**config.mk**
```make
export PLATFORM = sky130hd
export DESIGN_NAME = otter_mem_arbiter_flat
export DESIGN_NICKNAME = d
export VERILOG_FILES = /design/src/rtl/otter_mem_arbiter_pkg.sv /design/src/rtl/otter_mem_arbiter_if.sv /design/src/rtl/otter_mem_arbiter_wait_ctr.sv /design/src/rtl/otter_mem_arbiter.sv /design/src/flat_wrapper.sv
export SDC_FILE = /design/constraint.sdc
export NUM_CORES = 1
export LEC_CHECK = 0
export BUFFER_PORTS_ARGS = -buffer_cell sky130_fd_sc_hd__buf_2
export CORE_AREA = 8 8 101 103
export CTS_CLUSTER_SIZE = 24
export DETAILED_ROUTE_END_ITERATION = 10
export DIE_AREA = 0 0 109 111
export GPL_ROUTABILITY_DRIVEN = 0
export PLACE_DENSITY = 0.54
export SLEW_MARGIN = 15
export SYNTH_ARGS = -nofsm -noshare
export SYNTH_HDL_FRONTEND = slang
export SYNTH_SLANG_ARGS = --single-unit
```
**constraint.sdc**
```tcl
create_clock -name CLK -period 3 [get_ports CLK]
set_clock_uncertainty 0.15 [all_clocks]
set_input_delay 0.3 -clock CLK [delete_from_list [all_inputs] [get_ports CLK]]
set_output_delay 0.3 -clock CLK [all_outputs]
set_load 0.005 [all_outputs]
```
**src/rtl/otter_mem_arbiter_pkg.sv**
```systemverilog
// Shared types for the OTTER fetch/data memory arbiter.
// Response ownership encoding and memory access size codes.
package otter_arb_pkg;

  typedef enum logic [1:0] {
    OWN_NONE = 2'd0,
    OWN_IF   = 2'd1,
    OWN_D    = 2'd2
  } owner_t;

  localparam logic [1:0] SZ_BYTE = 2'b00;
  localparam logic [1:0] SZ_HALF = 2'b01;
  localparam logic [1:0] SZ_WORD = 2'b10;

endpackage

```
**src/rtl/otter_mem_arbiter_if.sv**
```systemverilog
// Bus bundle between the fetch stage, the MEM stage, the arbiter and the memory.
// slave = arbiter view, master = requesters/memory view.
interface otter_mem_arbiter_if #(
  parameter int ADDR_W = 32
);
  logic              IF_REQ;
  logic [ADDR_W-1:0] IF_ADDR;
  logic              IF_GNT;
  logic              IF_STALL;
  logic              IF_RVALID;
  logic [31:0]       IF_RDATA;

  logic              D_REQ;
  logic              D_WE;
  logic [ADDR_W-1:0] D_ADDR;
  logic [31:0]       D_WDATA;
  logic [1:0]        D_SIZE;
  logic              D_SIGN;
  logic              D_GNT;
  logic              D_RVALID;
  logic [31:0]       D_RDATA;

  logic              MEM_EN;
  logic              MEM_WE;
  logic [ADDR_W-1:0] MEM_ADDR;
  logic [31:0]       MEM_DIN;
  logic [1:0]        MEM_SIZE;
  logic              MEM_SIGN;
  logic [31:0]       MEM_DOUT;

  modport slave (
    input  IF_REQ, IF_ADDR,
    output IF_GNT, IF_STALL, IF_RVALID, IF_RDATA,
    input  D_REQ, D_WE, D_ADDR, D_WDATA, D_SIZE, D_SIGN,
    output D_GNT, D_RVALID, D_RDATA,
    output MEM_EN, MEM_WE, MEM_ADDR, MEM_DIN, MEM_SIZE, MEM_SIGN,
    input  MEM_DOUT
  );

  modport master (
    output IF_REQ, IF_ADDR,
    input  IF_GNT, IF_STALL, IF_RVALID, IF_RDATA,
    output D_REQ, D_WE, D_ADDR, D_WDATA, D_SIZE, D_SIGN,
    input  D_GNT, D_RVALID, D_RDATA,
    input  MEM_EN, MEM_WE, MEM_ADDR, MEM_DIN, MEM_SIZE, MEM_SIGN,
    output MEM_DOUT
  );
endinterface

```
**src/rtl/otter_mem_arbiter_wait_ctr.sv**
```systemverilog
// Saturating count of consecutive cycles fetch has been denied.
// Any cycle without a fetch stall clears it.
module otter_arb_wait_ctr #(
  parameter logic [3:0] MAX = 4'd3
) (
  input  logic       CLK,
  input  logic       RST_N,
  input  logic       stall,
  output logic [3:0] cnt
);

  always_ff @(posedge CLK or negedge RST_N) begin
    if (!RST_N)          cnt <= 4'd0;
    else if (!stall)     cnt <= 4'd0;
    else if (cnt != MAX) cnt <= cnt + 4'd1;
  end

endmodule

```
**src/rtl/otter_mem_arbiter.sv**
```systemverilog
// Single-port memory arbiter: MEM stage wins ties until fetch has waited
// IF_MAX_WAIT cycles; read data returns to the owner one cycle after grant.
module otter_mem_arbiter
  import otter_arb_pkg::*;
#(
  parameter int ADDR_W      = 32,
  parameter int IF_MAX_WAIT = 3
) (
  input  logic               CLK,
  input  logic               RST_N,
  otter_mem_arbiter_if.slave bus
);

  localparam logic [3:0] MAX_WAIT = 4'(IF_MAX_WAIT);

  logic              if_gnt, d_gnt;
  logic [3:0]        wait_cnt;
  owner_t            resp_owner, owner_nxt;
  logic              mem_en, mem_we, mem_sign;
  logic [ADDR_W-1:0] mem_addr;
  logic [31:0]       mem_din;
  logic [1:0]        mem_size;

  // Grants are gated by RST_N so requests are ignored, and outputs zero, in reset.
  always_comb begin
    if_gnt = 1'b0;
    d_gnt  = 1'b0;
    if (RST_N) begin
      if (bus.IF_REQ && bus.D_REQ) begin
        if (wait_cnt == MAX_WAIT) if_gnt = 1'b1;
        else                      d_gnt  = 1'b1;
      end else begin
        if_gnt = bus.IF_REQ;
        d_gnt  = bus.D_REQ;
      end
    end
  end

  otter_arb_wait_ctr #(.MAX(MAX_WAIT)) u_wait (
    .CLK   (CLK),
    .RST_N (RST_N),
    .stall (bus.IF_REQ & ~if_gnt),
    .cnt   (wait_cnt)
  );

  always_comb begin
    mem_en   = 1'b0;
    mem_we   = 1'b0;
    mem_addr = '0;
    mem_din  = 32'd0;
    mem_size = 2'b00;
    mem_sign = 1'b0;
    if (if_gnt) begin
      mem_en   = 1'b1;
      mem_addr = bus.IF_ADDR;
      mem_size = SZ_WORD;
    end else if (d_gnt) begin
      mem_en   = 1'b1;
      mem_we   = bus.D_WE;
      mem_addr = bus.D_ADDR;
      mem_din  = bus.D_WDATA;
      mem_size = bus.D_SIZE;
      mem_sign = bus.D_SIGN;
    end
  end

  assign bus.MEM_EN   = mem_en;
  assign bus.MEM_WE   = mem_we;
  assign bus.MEM_ADDR = mem_addr;
  assign bus.MEM_DIN  = mem_din;
  assign bus.MEM_SIZE = mem_size;
  assign bus.MEM_SIGN = mem_sign;

  // Tracks who owns the read data arriving next cycle; writes return nothing.
  always_comb begin
    owner_nxt = OWN_NONE;
    if (if_gnt)                  owner_nxt = OWN_IF;
    else if (d_gnt && !bus.D_WE) owner_nxt = OWN_D;
  end

  always_ff @(posedge CLK or negedge RST_N) begin
    if (!RST_N) resp_owner <= OWN_NONE;
    else        resp_owner <= owner_nxt;
  end

  assign bus.IF_GNT    = if_gnt;
  assign bus.D_GNT     = d_gnt;
  assign bus.IF_STALL  = RST_N & bus.IF_REQ & ~if_gnt;
  assign bus.IF_RVALID = (resp_owner == OWN_IF);
  assign bus.D_RVALID  = (resp_owner == OWN_D);
  assign bus.IF_RDATA  = (resp_owner == OWN_IF) ? bus.MEM_DOUT : 32'd0;
  assign bus.D_RDATA   = (resp_owner == OWN_D)  ? bus.MEM_DOUT : 32'd0;

endmodule

```
**src/flat_wrapper.sv**
```systemverilog
// flat-port wrapper written by rule: the top's interface ports become plain ports
module otter_mem_arbiter_flat import otter_arb_pkg::*;
#(
  parameter int ADDR_W      = 32,
  parameter int IF_MAX_WAIT = 3
)
  (CLK, RST_N, bus_IF_REQ, bus_IF_ADDR, bus_IF_GNT, bus_IF_STALL, bus_IF_RVALID, bus_IF_RDATA, bus_D_REQ, bus_D_WE, bus_D_ADDR, bus_D_WDATA, bus_D_SIZE, bus_D_SIGN, bus_D_GNT, bus_D_RVALID, bus_D_RDATA, bus_MEM_EN, bus_MEM_WE, bus_MEM_ADDR, bus_MEM_DIN, bus_MEM_SIZE, bus_MEM_SIGN, bus_MEM_DOUT);
  otter_mem_arbiter_if #(.ADDR_W(ADDR_W)) bus_i ();
  input  logic CLK;
  input  logic RST_N;
  input wire logic [$bits(bus_i.IF_REQ)-1:0] bus_IF_REQ;
  input wire logic [$bits(bus_i.IF_ADDR)-1:0] bus_IF_ADDR;
  output wire logic [$bits(bus_i.IF_GNT)-1:0] bus_IF_GNT;
  output wire logic [$bits(bus_i.IF_STALL)-1:0] bus_IF_STALL;
  output wire logic [$bits(bus_i.IF_RVALID)-1:0] bus_IF_RVALID;
  output wire logic [$bits(bus_i.IF_RDATA)-1:0] bus_IF_RDATA;
  input wire logic [$bits(bus_i.D_REQ)-1:0] bus_D_REQ;
  input wire logic [$bits(bus_i.D_WE)-1:0] bus_D_WE;
  input wire logic [$bits(bus_i.D_ADDR)-1:0] bus_D_ADDR;
  input wire logic [$bits(bus_i.D_WDATA)-1:0] bus_D_WDATA;
  input wire logic [$bits(bus_i.D_SIZE)-1:0] bus_D_SIZE;
  input wire logic [$bits(bus_i.D_SIGN)-1:0] bus_D_SIGN;
  output wire logic [$bits(bus_i.D_GNT)-1:0] bus_D_GNT;
  output wire logic [$bits(bus_i.D_RVALID)-1:0] bus_D_RVALID;
  output wire logic [$bits(bus_i.D_RDATA)-1:0] bus_D_RDATA;
  output wire logic [$bits(bus_i.MEM_EN)-1:0] bus_MEM_EN;
  output wire logic [$bits(bus_i.MEM_WE)-1:0] bus_MEM_WE;
  output wire logic [$bits(bus_i.MEM_ADDR)-1:0] bus_MEM_ADDR;
  output wire logic [$bits(bus_i.MEM_DIN)-1:0] bus_MEM_DIN;
  output wire logic [$bits(bus_i.MEM_SIZE)-1:0] bus_MEM_SIZE;
  output wire logic [$bits(bus_i.MEM_SIGN)-1:0] bus_MEM_SIGN;
  input wire logic [$bits(bus_i.MEM_DOUT)-1:0] bus_MEM_DOUT;
  assign bus_i.IF_REQ = bus_IF_REQ;
  assign bus_i.IF_ADDR = bus_IF_ADDR;
  assign bus_IF_GNT = bus_i.IF_GNT;
  assign bus_IF_STALL = bus_i.IF_STALL;
  assign bus_IF_RVALID = bus_i.IF_RVALID;
  assign bus_IF_RDATA = bus_i.IF_RDATA;
  assign bus_i.D_REQ = bus_D_REQ;
  assign bus_i.D_WE = bus_D_WE;
  assign bus_i.D_ADDR = bus_D_ADDR;
  assign bus_i.D_WDATA = bus_D_WDATA;
  assign bus_i.D_SIZE = bus_D_SIZE;
  assign bus_i.D_SIGN = bus_D_SIGN;
  assign bus_D_GNT = bus_i.D_GNT;
  assign bus_D_RVALID = bus_i.D_RVALID;
  assign bus_D_RDATA = bus_i.D_RDATA;
  assign bus_MEM_EN = bus_i.MEM_EN;
  assign bus_MEM_WE = bus_i.MEM_WE;
  assign bus_MEM_ADDR = bus_i.MEM_ADDR;
  assign bus_MEM_DIN = bus_i.MEM_DIN;
  assign bus_MEM_SIZE = bus_i.MEM_SIZE;
  assign bus_MEM_SIGN = bus_i.MEM_SIGN;
  assign bus_i.MEM_DOUT = bus_MEM_DOUT;
  otter_mem_arbiter #(.ADDR_W(ADDR_W), .IF_MAX_WAIT(IF_MAX_WAIT)) u_core (.CLK(CLK), .RST_N(RST_N), .bus(bus_i));
endmodule
```
==> results.py <==
metrics = {
    "global_route": {
        "grt_use_total": 0.127,
        "antenna_found_initial": 0,
        "grt_first_pass_wirelength_mm": 12.8,
        "grt_start_max_net_pins": 59,
        "grt_pass1_vias": 2352,
        "overflow": 0,
    },
    "floorplan": {
        "rows": 34,
        "die_h_um": 111,
        "ios": 274,
        "chipWidth_um": 109,
        "initial_core_util": 0.157,
        "core_um2": 8550,
        "dieArea_um2": 12100,
    },
    "logic_synthesis": {
        "ys_ff_latch": 6,
        "synth_top_family_by_area": "simple AND/OR/NAND/NOR gates",
        "synthSimpleGateAreaFrac": 0.550,
        "synth_top_area_share": 0.463,
        "avgSynthCellArea_um2": 7.44,
        "synth_cells": 180,
        "synth.area.top_cells": "and2_1 46%, a22o_1 21%, dfrtp_1 11%",
        "yosys.cell_count.top_type": "and2_1",
        "syn-num-nets": 317,
        "async_flop_share": 1.00,
        "synth_area_leader_cell": "and2_1",
        "synth_ff_type": "dfrtp_1",
        "ys_types": 24,
        "synth.area.mux_share": 0,
        "synth-edff-count": 0,
        "mappedNetlistArea_um2": 1340,
        "yosys-top-cells-count": "99 x and2_1, 32 x a22o_1, 10 x clkbuf_1",
        "synth_compound_area_frac": 0.255,
        "synth_seq_area_share": 0.112,
        "yosysWarnings": 0,
        "synthXorXnorAreaFrac": 0.00654,
        "synth_fa_ha_area_frac": 0.00935,
    },
    "cts": {
        "htreeDepth": 1,
        "insertion_delay_ns": 0.23,
        "tritoncts": "yes",
        "postCtsSetupRepairBufs": 0,
        "path_clk_slew_ns": 0.04,
        "cts-resized-gates": 0,
        "cts_root_buf": "clkbuf_8",
        "postCtsHoldBufs": 1,
        "cts.path.max_buffers": 2,
        "clock_sinks": 6,
        "numCtsBuffers": 3,
    },
    "power_and_ir_drop": {
        "p_int_uw": 334,
        "fin_total_pwr_uw": 499,
        "leakage_nw": 1.86,
        "clockPowerShare": 0.249,
        "seqPwrFrac": 0.175,
        "power_switching_uw": 165,
        "p_per_area_nw_per_um2": 175,
        "switching_share": 0.330,
        "pwr-share-comb": 0.576,
        "ir_worst_vdd_mv": 0.114,
    },
    "critical_path": {
        "worst_path_most_repeated_cell": "buf_2",
        "critPathBufInv": 4,
        "cp-start-kind": "input port",
        "endpoint_kind": "output pin",
        "path_delay_family": "buffers and inverters",
        "cp.required_ns": 2.55,
        "cp_slowest_cell": "dlygate4sd3_1",
        "crit_arrival_ns": 2.14,
        "crit_fanout": 58,
        "cp_slowest_stage_delay_ns": 0.53,
        "crit_type": "input port to output pin",
        "cp_cell_sequence": "dlygate4sd3_1 > buf_2 > nand2_1 > a21oi_4 > buf_12 > a22o_1 > buf_2",
    },
    "flow_run": {
        "cap_violations": 0,
    },
    "final_layout": {
        "drive_gt1_frac": 0.638,
        "multi_input_area_um2": 1110,
        "area_delta_synth_final_pct": 113,
        "diodes": 0,
        "n_fill_cell": 922,
        "seq_area_um2": 150,
        "nets": 584,
    },
    "sta": {
        "layout_min_cycle_time_ns": 2.59,
        "rsz0062_at_grt": "no",
        "setup_slack_ns": 0.413,
        "timing.final.crit_share": 0.862,
        "fmax_mhz": 387,
        "worstMarginPinSlew_ns": 0.408,
        "finalSetupViolations": 0,
        "tns_ns": 0,
        "drv_slew": 0,
        "hold_viol_final": 0,
        "max_slew_margin": 0.727,
    },
    "hold_path": {
        "min_path_type": "input port to flop",
    },
    "outcome": {
        "outcome": "completed",
    },
    "route": {
        "drc": 0,
        "vias": 2296,
        "drt-initial-drc-count": 101,
        "postRouteWirelength_mm": 8.69,
        "postRouteAntennaNets": 0,
        "wl_per_cell_um": 15.7,
        "firstDrtPassIters": 4,
        "vias_per_cell": 4.15,
    },
    "placed_design": {
        "place_ws_ns": 0.733,
        "portBuffers": 273,
    },
}
-- metrics by stage --
stage,util,std cells,instance area (µm²),hold WS [ns]
2_1_floorplan,-,180,1340,-0.146
3_3_place_gp,0.328,549,2800,0.0267
3_5_place_dp,0.328,549,2800,0.0279
4_1_cts,0.334,553,2850,0.122
5_1_grt,0.334,553,2850,0.127
6_report,0.334,553,2850,0.111
-- cells in the final DEF, fill, tap and decap left out, types with 2 or more instances in the layout --
cell type / synthesis / routed
and2_1: 99 / 99
clkbuf_8: 0 / 3
buf_2: 2 / 273
nand2_1: 3 / 3
a22o_1: 32 / 32
buf_4: 1 / 3
a21boi_0: 2 / 2
nand3b_1: 4 / 4
a21oi_4: 1 / 2
nand3_1: 2 / 2
nand2b_1: 2 / 2
dfrtp_1: 6 / 6
nor2b_1: 3 / 3
-- sequential cells by signal, indices dropped and copies added (netlist names) --
name,cells
u_core.u_wait.cnt,4
u_core.resp_owner,2
-- worst paths after layout --
path                       cells after the start  slack, ns                   end                  from
setup reg to reg                               4       1.45  u_core.resp_owner[1]  u_core.u_wait.cnt[0]
hold / removal                                 2       0.11  u_core.resp_owner[1]              bus_D_WE
hold reg to reg                                2       0.45  u_core.u_wait.cnt[1]  u_core.u_wait.cnt[1]
min in group asynchronous                      2       0.34  u_core.u_wait.cnt[3]                 RST_N
setup / recovery                               7       0.41      bus_MEM_ADDR[24]                 RST_N
max in group asynchronous                      2       2.16  u_core.resp_owner[0]                 RST_N
-- final cells by class --
class	instances	area share
clock buffers	3	0.0145
multi-input cells	158	0.388
repair buffers	278	0.497
flip-flops and latches	6	0.0526
well taps	108	0.0474
-- routing by layer --
metal | routed length [µm] | GRT usage
met5 | 0 | 0
met4 | 63 | 0.0174
met2 | 4260 | 0.238
met1 | 2970 | 0.126
met3 | 1390 | 0.0576
-- power by group through the flow --
| stage | clock [mW] | combinational (mW) | sequential, mW |
|---|---|---|---|
| after global routing | 0.130 | 0.318 | 0.0879 |
| after floorplan | 0 | 0.108 | 0.0878 |
| after global placement | 0 | 0.290 | 0.0882 |
| final | 0.124 | 0.287 | 0.0874 |
| after CTS | 0.128 | 0.294 | 0.0873 |
| after detailed placement | 0 | 0.292 | 0.0885 |
-- cells by family (layout without fill, tap and decap cells) --
group,after synthesis,after routing
buffers and inverters,16,281
AO/OA/AOI/OAI,39,39
XOR/XNOR,1,1
AND/OR/NAND/NOR,117,117
adder cells (fa/ha/maj),1,1
flip-flops,6,6
Power figures use the tool's default switching activity.
